===== src/rtl/sudoku_group_sweeper_pkg.sv =====
// Shared Sudoku definitions: group size, digit mask width, sweeper states and one-hot helper.
package sudoku_pkg;
  localparam int DIGIT_W = 9;
  localparam int CELLS   = 9;
  localparam logic [DIGIT_W-1:0] ALL_DIGITS = '1;

  typedef enum logic [2:0] {
    ST_IDLE,
    ST_READ,
    ST_WRITE,
    ST_LATCH,
    ST_DONE
  } sweep_state_e;

  function automatic logic is_onehot(input logic [DIGIT_W-1:0] v);
    return (v != '0) && ((v & (v - 1'b1)) == '0);
  endfunction
endpackage


===== src/rtl/sudoku_group_sweeper_if.sv =====
// Control handshake and shared cell bus between a group sweeper and its nine cells.
interface sudoku_group_sweeper_if #(
  parameter int CELLS   = 9,
  parameter int DIGIT_W = 9
) ();
  logic               start;
  logic               do_latch;
  logic               busy;
  logic               done;
  logic               conflict;
  logic [DIGIT_W-1:0] used_mask;
  logic               group_solved;
  logic [CELLS-1:0]   cell_oe;
  logic [CELLS-1:0]   cell_we;
  logic               address;
  logic               latch_singleton;
  logic [DIGIT_W-1:0] bus_i;
  logic [DIGIT_W-1:0] bus_o;
  logic               bus_drive;

  modport master (
    input  start, do_latch, bus_i,
    output busy, done, conflict, used_mask, group_solved,
           cell_oe, cell_we, address, latch_singleton, bus_o, bus_drive
  );

  modport slave (
    output start, do_latch, bus_i,
    input  busy, done, conflict, used_mask, group_solved,
           cell_oe, cell_we, address, latch_singleton, bus_o, bus_drive
  );
endinterface


===== src/rtl/sudoku_group_sweeper.sv =====
// Reads a group's nine cells, accumulates the used-digit mask, broadcasts eliminations.
// Optional SUDOKU_SWEEPER_CONFLICT_ABORT_EN: a conflicting group skips WRITE/LATCH.
module sudoku_group_sweeper
  import sudoku_pkg::*;
#(
  parameter int CELLS   = sudoku_pkg::CELLS,
  parameter int DIGIT_W = sudoku_pkg::DIGIT_W
) (
  input logic clk,
  input logic reset,
  sudoku_group_sweeper_if.master bus
);
`ifdef SUDOKU_SWEEPER_CONFLICT_ABORT_EN
  localparam bit ABORT_EN = 1'b1;
`else
  localparam bit ABORT_EN = 1'b0;
`endif
  localparam int IDX_W = (CELLS > 1) ? $clog2(CELLS) : 1;
  localparam logic [IDX_W-1:0] LAST_IDX = IDX_W'(CELLS - 1);
  localparam logic [DIGIT_W-1:0] FULL = {DIGIT_W{1'b1}};

  sweep_state_e       state_q;
  logic [IDX_W-1:0]   idx_q;
  logic               latch_req_q;
  logic               busy_q, done_q, conflict_q, solved_q;
  logic [DIGIT_W-1:0] used_q, bus_o_q;
  logic [CELLS-1:0]   cell_oe_q, cell_we_q;
  logic               address_q, latch_q, bus_drive_q;
  logic [DIGIT_W-1:0] used_d;
  logic               conflict_d;

  // Unsolved cells read back as zero and leave the mask untouched.
  always_comb begin
    used_d     = used_q | bus.bus_i;
    conflict_d = conflict_q;
    if (bus.bus_i != '0)
      conflict_d = conflict_q | !is_onehot(bus.bus_i) | ((used_q & bus.bus_i) != '0);
  end

  always_ff @(posedge clk) begin
    if (reset) begin
      state_q     <= ST_IDLE;
      idx_q       <= '0;
      latch_req_q <= 1'b0;
      busy_q      <= 1'b0;
      done_q      <= 1'b0;
      conflict_q  <= 1'b0;
      solved_q    <= 1'b0;
      used_q      <= '0;
      bus_o_q     <= '0;
      cell_oe_q   <= '0;
      cell_we_q   <= '0;
      address_q   <= 1'b0;
      latch_q     <= 1'b0;
      bus_drive_q <= 1'b0;
    end else begin
      case (state_q)
        ST_IDLE: begin
          if (bus.start) begin
            state_q     <= ST_READ;
            idx_q       <= '0;
            used_q      <= '0;
            conflict_q  <= 1'b0;
            solved_q    <= 1'b0;
            latch_req_q <= bus.do_latch;
            busy_q      <= 1'b1;
            cell_oe_q   <= CELLS'(1);
            address_q   <= 1'b0;
          end
        end
        ST_READ: begin
          used_q     <= used_d;
          conflict_q <= conflict_d;
          if (idx_q == LAST_IDX) begin
            cell_oe_q <= '0;
            if (ABORT_EN && conflict_d) begin
              state_q  <= ST_DONE;
              done_q   <= 1'b1;
              solved_q <= 1'b0;
            end else begin
              state_q     <= ST_WRITE;
              cell_we_q   <= '1;
              address_q   <= 1'b1;
              bus_drive_q <= 1'b1;
              bus_o_q     <= ~used_d & FULL;
            end
          end else begin
            idx_q     <= idx_q + 1'b1;
            cell_oe_q <= cell_oe_q << 1;
          end
        end
        ST_WRITE: begin
          cell_we_q   <= '0;
          address_q   <= 1'b0;
          bus_drive_q <= 1'b0;
          bus_o_q     <= '0;
          if (latch_req_q) begin
            state_q <= ST_LATCH;
            latch_q <= 1'b1;
          end else begin
            state_q  <= ST_DONE;
            done_q   <= 1'b1;
            solved_q <= (used_q == FULL) && !conflict_q;
          end
        end
        ST_LATCH: begin
          latch_q  <= 1'b0;
          state_q  <= ST_DONE;
          done_q   <= 1'b1;
          solved_q <= (used_q == FULL) && !conflict_q;
        end
        ST_DONE: begin
          done_q  <= 1'b0;
          busy_q  <= 1'b0;
          state_q <= ST_IDLE;
        end
        default: state_q <= ST_IDLE;
      endcase
    end
  end

  assign bus.busy            = busy_q;
  assign bus.done            = done_q;
  assign bus.conflict        = conflict_q;
  assign bus.used_mask       = used_q;
  assign bus.group_solved    = solved_q;
  assign bus.cell_oe         = cell_oe_q;
  assign bus.cell_we         = cell_we_q;
  assign bus.address         = address_q;
  assign bus.latch_singleton = latch_q;
  assign bus.bus_o           = bus_o_q;
  assign bus.bus_drive       = bus_drive_q;
endmodule

===== src/flat_wrapper.sv =====
// flat-port wrapper written by rule: the top's interface ports become plain ports
module sudoku_group_sweeper_flat import sudoku_pkg::*;
#(
  parameter int CELLS   = sudoku_pkg::CELLS,
  parameter int DIGIT_W = sudoku_pkg::DIGIT_W
)
  (clk, reset, bus_start, bus_do_latch, bus_bus_i, bus_busy, bus_done, bus_conflict, bus_used_mask, bus_group_solved, bus_cell_oe, bus_cell_we, bus_address, bus_latch_singleton, bus_bus_o, bus_bus_drive);
  sudoku_group_sweeper_if #(.CELLS(CELLS), .DIGIT_W(DIGIT_W)) bus_i ();
  input logic clk;
  input logic reset;
  input wire logic [$bits(bus_i.start)-1:0] bus_start;
  input wire logic [$bits(bus_i.do_latch)-1:0] bus_do_latch;
  input wire logic [$bits(bus_i.bus_i)-1:0] bus_bus_i;
  output wire logic [$bits(bus_i.busy)-1:0] bus_busy;
  output wire logic [$bits(bus_i.done)-1:0] bus_done;
  output wire logic [$bits(bus_i.conflict)-1:0] bus_conflict;
  output wire logic [$bits(bus_i.used_mask)-1:0] bus_used_mask;
  output wire logic [$bits(bus_i.group_solved)-1:0] bus_group_solved;
  output wire logic [$bits(bus_i.cell_oe)-1:0] bus_cell_oe;
  output wire logic [$bits(bus_i.cell_we)-1:0] bus_cell_we;
  output wire logic [$bits(bus_i.address)-1:0] bus_address;
  output wire logic [$bits(bus_i.latch_singleton)-1:0] bus_latch_singleton;
  output wire logic [$bits(bus_i.bus_o)-1:0] bus_bus_o;
  output wire logic [$bits(bus_i.bus_drive)-1:0] bus_bus_drive;
  assign bus_i.start = bus_start;
  assign bus_i.do_latch = bus_do_latch;
  assign bus_i.bus_i = bus_bus_i;
  assign bus_busy = bus_i.busy;
  assign bus_done = bus_i.done;
  assign bus_conflict = bus_i.conflict;
  assign bus_used_mask = bus_i.used_mask;
  assign bus_group_solved = bus_i.group_solved;
  assign bus_cell_oe = bus_i.cell_oe;
  assign bus_cell_we = bus_i.cell_we;
  assign bus_address = bus_i.address;
  assign bus_latch_singleton = bus_i.latch_singleton;
  assign bus_bus_o = bus_i.bus_o;
  assign bus_bus_drive = bus_i.bus_drive;
  sudoku_group_sweeper #(.CELLS(CELLS), .DIGIT_W(DIGIT_W)) u_core (.clk(clk), .reset(reset), .bus(bus_i));
endmodule

===== config.mk =====
export PLATFORM = sky130hd
export DESIGN_NAME = sudoku_group_sweeper_flat
export DESIGN_NICKNAME = d
export VERILOG_FILES = /design/src/rtl/sudoku_group_sweeper_pkg.sv /design/src/rtl/sudoku_group_sweeper_if.sv /design/src/rtl/sudoku_group_sweeper.sv /design/src/flat_wrapper.sv
export SDC_FILE = /design/constraint.sdc
export NUM_CORES = 1
export LEC_CHECK = 0
export ABC_CLOCK_PERIOD_IN_PS = 4700
export CAP_MARGIN = 20
export CELL_PAD_IN_SITES_DETAIL_PLACEMENT = 0
export CELL_PAD_IN_SITES_GLOBAL_PLACEMENT = 1
export CORE_AREA = 8 8 87 89
export CTS_CLUSTER_SIZE = 20
export DETAILED_ROUTE_END_ITERATION = 12
export DIE_AREA = 0 0 95 97
export PLACE_DENSITY = 0.68
export SLEW_MARGIN = 20
export SYNTH_ARGS = -nofsm -noshare
export SYNTH_HDL_FRONTEND = slang
export SYNTH_SLANG_ARGS = --single-unit

===== constraint.sdc =====
create_clock -name clk -period 4.7 [get_ports clk]
set_input_delay 0.94 -clock clk [delete_from_list [all_inputs] [get_ports clk]]
set_output_delay 0.94 -clock clk [all_outputs]
set_load 0.005 [all_outputs]

### Word-level counts from Yosys, hierarchy flattened

Index checks and enable logic that the tools add are counted.

| operators by class | value |
|---|---|
| $add $sub $neg | 2 |
| equality and inequality tests | 12 |
| multiplexer cells | 30 |
| bitwise logic cells | 6 |
| reduce and logical (&&, ||, !) cells | 26 |

Operator list:

| operator | count |
|---|---|
| $pmux 9 s2 | 4 |
| $mux 9 | 5 |
| $and 9x9->9 | 2 |
| $reduce_bool 9->1 | 2 |
| $reduce_and 2->1 | 7 |
| $pmux 3 s4 | 1 |
| $reduce_and 3->1 | 4 |
| $eq 9x9->1 const B | 1 |
| $logic_not 9->1 | 1 |
| $mux 3 | 3 |
| $not 9->9 | 1 |
| $or 9x9->9 | 1 |
| $pmux 1 s3 | 3 |
| $reduce_bool 3->1 | 3 |
| $sub 9x1->9 const B | 1 |
| $mux 4 | 2 |
| $pmux 1 s2 | 4 |
| $pmux 4 s2 | 1 |
| $reduce_bool 2->1 | 4 |
| $mux 1 | 7 |
| $eq 3x2->1 const B | 2 |
| $ne 2x1->1 const B | 3 |
| $ne 2x2->1 const B | 3 |
| $add 4x1->4 const B | 1 |
| other kinds (7) | 10 |

| word-level totals | value |
|---|---|
| register bits | 51 |
| input bits | 13 |
| output and inout bits | 43 |
| logic and storage cells | 90 |

### Depth between registers and ports, before layout

Gate-level depths: netlist (run 1).

| depth | value |
|---|---|
| depth after elaboration | 9 |
| depth in mapped cells | 8 |
| depth with buffers taken out | 7 |

### Least setup slack after synthesis (run 1)

OpenSTA, ideal clock, no wires.

| timing path | value |
|---|---|
| path kind | in2reg |
| start point | input bus_bus_i[3] |
| end point | register u_core.conflict_q, in the netlist u_core.bus.conflict |
| setup time | 0.134 ns |
| data arrival time | 2.384 ns |
| required time | 4.566 ns |
| setup slack | 2.181 ns |
| stages on the path | 5 |
| path buffers | 0 |
| path through | or4_4 or3_4 or4_1 a21oi_1 a311oi_1 |

| between the ends | value |
|---|---|
| longest elaborated chain between the ends | 9 |
| elaborated cells between the ends (all ways) | 14 |
| classes of those cells | add/sub: 1; eq/ne: 1; mux: 2; bitwise: 4; reduce/logical: 6 |

RTL lines:

| what | RTL line | RTL |
|---|---|---|
| from (decl) | flat_wrapper.sv:13 | `input wire logic [$bits(bus_i.bus_i)-1:0] bus_bus_i;` |
| $sub 9x1->9 | sudoku_group_sweeper_pkg.sv:16 | `return (v != '0) && ((v & (v - 1'b1)) == '0);` |
| $and 9x9->9 | sudoku_group_sweeper_pkg.sv:16 |  |
| $logic_not 9->1 | sudoku_group_sweeper_pkg.sv:16 |  |
| $logic_and 1x1->1 | sudoku_group_sweeper_pkg.sv:16 |  |
| $logic_not 1->1 | sudoku_group_sweeper.sv:37 | `conflict_d = conflict_q \| !is_onehot(bus.bus_i) \| ((used_q & bus.bus_i) != '0);` |
| $or 1x1->1 (2 in series) | sudoku_group_sweeper.sv:37 |  |
| $mux 1 | sudoku_group_sweeper.sv:36 | `if (bus.bus_i != '0)` |
| $pmux 1 s2 | sudoku_group_sweeper.sv:57 | `case (state_q)` |
| to (signal assigned) | sudoku_group_sweeper.sv:73 | `conflict_q <= conflict_d;` |
| to (decl) | sudoku_group_sweeper.sv:25 | `logic busy_q, done_q, conflict_q, solved_q;` |

Parallel ways exist; a longest one is shown, timed or not. The select of a mux whose other input is x is not followed.
A chain may end at the register's enable or synchronous reset.

### Worst setup path after layout (run 1)

Same ends and word-level chain as after synthesis.

==> results of run 1 <==
[worst paths after layout]
check | startpoint | endpoint | cells past startpoint
max | bus_bus_i[3] | u_core.bus.conflict | 6
min | u_core.bus.group_solved | u_core.bus.group_solved | 2
max reg2reg | u_core.state_q[0] | u_core.bus.bus_o[1] | 5
min reg2reg | u_core.bus.group_solved | u_core.bus.group_solved | 2
[logic make-up (layout without fill, tap and decap cells)]
family	Yosys count	count (layout)	synth area share [%]
xor gates and xnor gates	2	2	0.969
and+or+nand+nor	80	80	21.2
AOI/OAI and AO/OA	58	58	20.9
muxes	2	2	1.18
DFF	42	42	46.5
buffers and inverters	23	67	7.82
adders and majority gates	2	2	1.38
[per-layer routing]
| metal | global-route usage (%) | vias up |
|---|---|---|
| li1 | - | 837 |
| met1 | 13.7 | 763 |
| met2 | 16.1 | 46 |
| met3 | 3.17 | 6 |
| met4 | 5.77 | 0 |
| met5 | 0 | - |
[power groups by stage]
stage	Sequential [mW]	Combinational [mW]	Clock [mW]
floorplan	0.383	0.0534	0
global placement	0.389	0.0890	0
detailed placement	0.389	0.0895	0
CTS	0.380	0.0899	0.243
global route	0.383	0.0988	0.257
finish	0.380	0.0894	0.231
[final cells by class]
type	instances	area share (%)
inverter	3	0.466
sequential	42	34.8
tap	77	3.98
timing repair buffer	56	23.1
clock buffer	6	3.00
multi-input combinational	144	34.1
clock inverter	2	0.569
[through the flow]
step                      std cells  hold slack (ns)
final                           330            0.482
after global routing            330            0.526
after CTS                       330            0.490
after detailed placement        322            0.473
after global placement          322            0.465
after floorplan                 209            0.459
[cell usage after synthesis (2+ instances only)]
cell	instances	area, um2
nor2_1	43	161
dfxtp_1	42	841
a21oi_1	20	100
nor3_1	13	65.1
a31oi_1	10	62.6
buf_4	10	75.1
a22oi_1	9	67.6
clkbuf_1	8	30.0
nand2_1	6	22.5
a211oi_1	4	30.0
a221oi_1	3	26.3
inv_1	3	11.3
nand2b_1	3	18.8
or4_1	3	22.5
a311oi_1	2	17.5
ha_1	2	25.0
nand4_1	2	12.5
o21ai_0	2	10.0
o41ai_1	2	17.5
xnor2_1	2	17.5
[sequential cells by signal, summed over array words and instances (netlist names), 3 cells and up]
signal,flops
u_core.idx_q,4
u_core.bus.used_mask,9
u_core.bus.bus_o,9
u_core.state_q,3
u_core.bus.cell_oe,9
[critical path, delay by kind of cell]
family,cells,cell delay (ns)
and+or+nand+nor,3,1.33
buffers and inverters,1,0.50
AOI/OAI and AO/OA,2,0.25
==> results.json, run 1 <==
{
  "status": "finished clean",
  "drtPass1Iterations": 4,
  "pwr-share-comb_pct": 12.8,
  "ir_worst_vdd_mv": 0.114,
  "layout_common_cells": "clkdlybuf4s50_1, nor2_1, dfxtp_1",
  "finalCritPeriodShare_pct": 60.4,
  "grt_pass1_vias": 1573,
  "ys_warn_count": 0,
  "worst_setup_path_end_kind": "flop",
  "grt_start_max_net_pins": 24,
  "synth.avg_cell_area_um2": 8.65,
  "wl_met1_mm": 2.40,
  "power.switching_uw": 190,
  "synth_ff_type": "dfxtp_1",
  "area_delta_synth_final_pct": 33.8,
  "fin_util_pct": 39.0,
  "ys_types": 40,
  "critPathMaxStageDelay_ns": 0.58,
  "worstSetupPathType": "primary input to flop",
  "die_w_um": 95,
  "antenna_cells": 0,
  "n_fill_cell": 628,
  "swShare_pct": 27.1,
  "r2r_slack_ns": 2.34,
  "cts_root_buf": "clkbuf_8",
  "vias_per_cell": 5.01,
  "rsz0062_at_grt": "false",
  "netlist_area_mm2": 0.00181,
  "gp_congestion": 0.736,
  "met2_length_mm": 2.19,
  "fmax_mhz": 352,
  "synth-seq-cells": 42,
  "syn_inst": 209,
  "power_uw": 701,
  "regArea_um2": 841,
  "leakagePower_nw": 0.822,
  "drive_above_1_share_pct": 5.14,
  "grt_pass1_wl_mm": 8.00,
  "fin_area_mm2": 0.00242,
  "routed-wl-met3_um": 357,
  "routed_wl_mm": 5.04,
  "portBuffers": 55,
  "postRouteAntennaNets": 0,
  "cp-start-kind": "primary input",
  "synthArstFlopShare_pct": 0,
  "drtIter0Drc": 95,
  "final_common_cell": "clkdlybuf4s50_1",
  "path_cells": "clkdlybuf4s50_1, or4_4, or3_4, or4_1, a21oi_1, a311oi_1",
  "hold_class": "flop to flop",
  "final.setup.tns_ns": 0,
  "initial_utilization_pct": 29.1,
  "timing.final.ws_setup_ns": 1.86,
  "intPower_uw": 511,
  "rows": 29,
  "tightest_slew_ns": 0.882,
  "drc": 0,
  "hold_viol": 0,
  "crit_slowest_cell": "or4_4",
  "cp.required_ns": 4.87,
  "place_ws_ns": 1.57,
  "synth_seq_area_share_pct": 46.5,
  "routedWlPerCell_um": 15.3,
  "nNetsFinal": 267,
  "place_hpwl_mm": 3.57,
  "cts_tree": "yes",
  "cts-resized-gates": 0,
  "core_mm2": 0.00620,
  "multi_input_area_um2": 826,
  "cts_sinks": 42,
  "slew_headroom_pct": 41.0,
  "clk_pin_slew_worst_paths_ns": 0.08,
  "pwr_density_cell_mw_per_mm2": 290,
  "setup_viol": 0,
  "postCtsSetupRepairBufs": 0,
  "antenna_found_initial": 0,
  "overflow": 0,
  "clock_skew_ns": 0.0103,
  "cts_buffers": 5,
  "clk_path_buf_depth": 2,
  "clock_power_share_pct": 33.0,
  "grt_usage_pct": 10.8,
  "worstPathMaxFanout": 6,
  "synth_edf_count": 0,
  "synthesis.nets": 224,
  "drv_cap": 0,
  "top_layer": "met4",
  "report.final.slew_viol_count": 0,
  "period_needed_ns": 2.84,
  "holdBufCountCts": 0,
  "clk_latency_ns": 0.30,
  "arrival_ns": 3.01,
  "place_area_mm2": 0.00233,
  "dieArea_mm2": 0.00922,
  "p_seq_share_pct": 54.3,
  "cts_max_level": 2,
  "chipHeight_um": 97,
  "dr_total_vias": 1652,
  "ios": 56
}
Power figures use the tool's default switching activity.
==> run 2, diff against run 1 <==
Settings changed: ABC_CLOCK_PERIOD_IN_PS 4700 to 2400, PLACE_DENSITY 0.68 to 0.71.
Clock period 4.7 ns to 2.4 ns, I/O delays scaled along.
==> run 2 against run 1 <==
Net effect:
- register-to-register slack worse by 1.8 ns
- clock power up 110%
- global-route usage up 0.58 points
- die area unchanged
- total power up 100%
- clock-buffer cell count unchanged
- setup slack worse by 1.7 ns
- via count up 3.5%
- critical endpoint unchanged
- highest routed layer unchanged
==> results.json, run 2 (synthesis results as in run 1) <==
{
  "status": "finished clean",
  "worst_hold_slack_ns": 0.490,
  "arrival_ns": 2.43,
  "finalCritPeriodShare_pct": 93.9,
  "layout_common_cells": "clkdlybuf4s50_1, nor2_1, dfxtp_1",
  "slew_headroom_pct": 54.6,
  "cts_tree": "yes",
  "hold_viol": 0,
  "grt_start_max_net_pins": 23,
  "worstPathMaxFanout": 2,
  "pwr_density_cell_mw_per_mm2": 561,
  "report.final.slew_viol_count": 0,
  "fin_area_mm2": 0.00254,
  "gp_congestion": 0.784,
  "worst_setup_path_end_kind": "flop",
  "leakagePower_nw": 0.895,
  "core_mm2": 0.00620,
  "path_cells": "clkdlybuf4s50_1, or4_4, or3_4, or4_1, a21oi_1, a311oi_1",
  "overflow": 0,
  "worstSetupPathType": "primary input to flop",
  "routedWlPerCell_um": 15.3,
  "clock_power_share_pct": 34.0,
  "place_hpwl_mm": 3.89,
  "ir_worst_vdd_mv": 0.263,
  "rsz0062_at_grt": "false",
  "swShare_pct": 26.9,
  "drive_above_1_share_pct": 10.8,
  "place_area_mm2": 0.00244,
  "cp.required_ns": 2.58,
  "tightest_slew_ns": 0.677,
  "antenna_found_initial": 0,
  "fmax_mhz": 444,
  "crit_slowest_cell": "or4_4",
  "period_needed_ns": 2.25,
  "grt_usage_pct": 11.4,
  "cts_buffers": 5,
  "rows": 29,
  "pwr-share-comb_pct": 13.7,
  "initial_utilization_pct": 29.1,
  "antenna_cells": 0,
  "setup_viol": 0,
  "holdBufCountCts": 0,
  "dp_cells": 337,
  "drtPass1Iterations": 4,
  "nNetsFinal": 282,
  "chipHeight_um": 97,
  "clk_latency_ns": 0.30,
  "postRouteAntennaNets": 0,
  "power.switching_uw": 383,
  "stdcell_count": 345,
  "hold_class": "flop to flop",
  "die_w_um": 95,
  "drtIter0Drc": 87,
  "cts-resized-gates": 0,
  "p_seq_share_pct": 52.3,
  "clock_skew_ns": 0.00508,
  "final_common_cell": "clkdlybuf4s50_1",
  "critPathMaxStageDelay_ns": 0.55,
  "cp-start-kind": "primary input",
  "drc": 0,
  "portBuffers": 55,
  "cts_root_buf": "clkbuf_8",
  "place_ws_ns": -0.155,
  "intPower_mw": 1.04,
  "dr_total_vias": 1709,
  "area_delta_synth_final_pct": 40.5,
  "postCtsSetupRepairBufs": 0,
  "clk_pin_slew_worst_paths_ns": 0.08,
  "timing.final.ws_setup_ns": 0.147,
  "routed_wl_mm": 5.27,
  "grt_pass1_wl_mm": 8.47,
  "dieArea_mm2": 0.00922,
  "cts_sinks": 42,
  "ios": 56,
  "clk_path_buf_depth": 2,
  "drv_cap": 0,
  "vias_per_cell": 4.95,
  "grt_pass1_vias": 1646,
  "cts_max_level": 2
}
run 2: critical path: cells and delay by family:
family / cells / cell delay, ns
AO/OA/AOI/OAI: 2 / 0.23
buffers and inverters: 1 / 0.42
AND/OR/NAND/NOR: 3 / 1.29
run 2: area by class of cell:
cell class / instances / area [um2]
tap: 77 / 96.3
inverter: 3 / 11.3
clock inverter: 2 / 12.5
multi-input combinational: 144 / 826
timing repair buffer: 71 / 671
clock buffer: 6 / 82.6
fill: 641 / 3660
sequential: 42 / 841
run 2: path summary, 6_finish.rpt:
kind	startpoint	slack, ns	end	cells after the start
setup / recovery	bus_bus_i[3]	0.15	u_core.bus.conflict	6
hold reg to reg	u_core.bus.group_solved	0.49	u_core.bus.group_solved	2
hold / removal	u_core.bus.group_solved	0.49	u_core.bus.group_solved	2
setup reg to reg	u_core.idx_q[0]	0.53	u_core.idx_q[2]	8
run 2: per-layer routing:
layer | global-route usage, % | up-vias | part of all wire [%]
met5 | 0 | - | 0
met4 | 4.33 | 0 | 1.5
met3 | 3.63 | 6 | 6.4
met2 | 17.3 | 41 | 44
met1 | 14.5 | 797 | 48
li1 | - | 865 | -
run 2: power by group through the flow:
stage          registers, mW  clock network (mW)  logic [mW]
4_1_cts                0.745               0.503       0.197
5_1_grt                0.750               0.529       0.215
6_report               0.745               0.485       0.195
3_5_place_dp           0.761                   0       0.197
2_1_floorplan          0.749                   0       0.105
3_3_place_gp           0.761                   0       0.195
run 2: through the flow:
| stage | total power, mW | TNS, ns | utilization, % |
|---|---|---|---|
| 2_1_floorplan | 0.854 | 0 | - |
| 5_1_grt | 1.49 | 0 | 40.9 |
| 4_1_cts | 1.45 | 0 | 40.9 |
| 6_report | 1.43 | 0 | 40.9 |
| 3_5_place_dp | 0.958 | -0.155 | 39.4 |
| 3_3_place_gp | 0.957 | -0.148 | 39.4 |
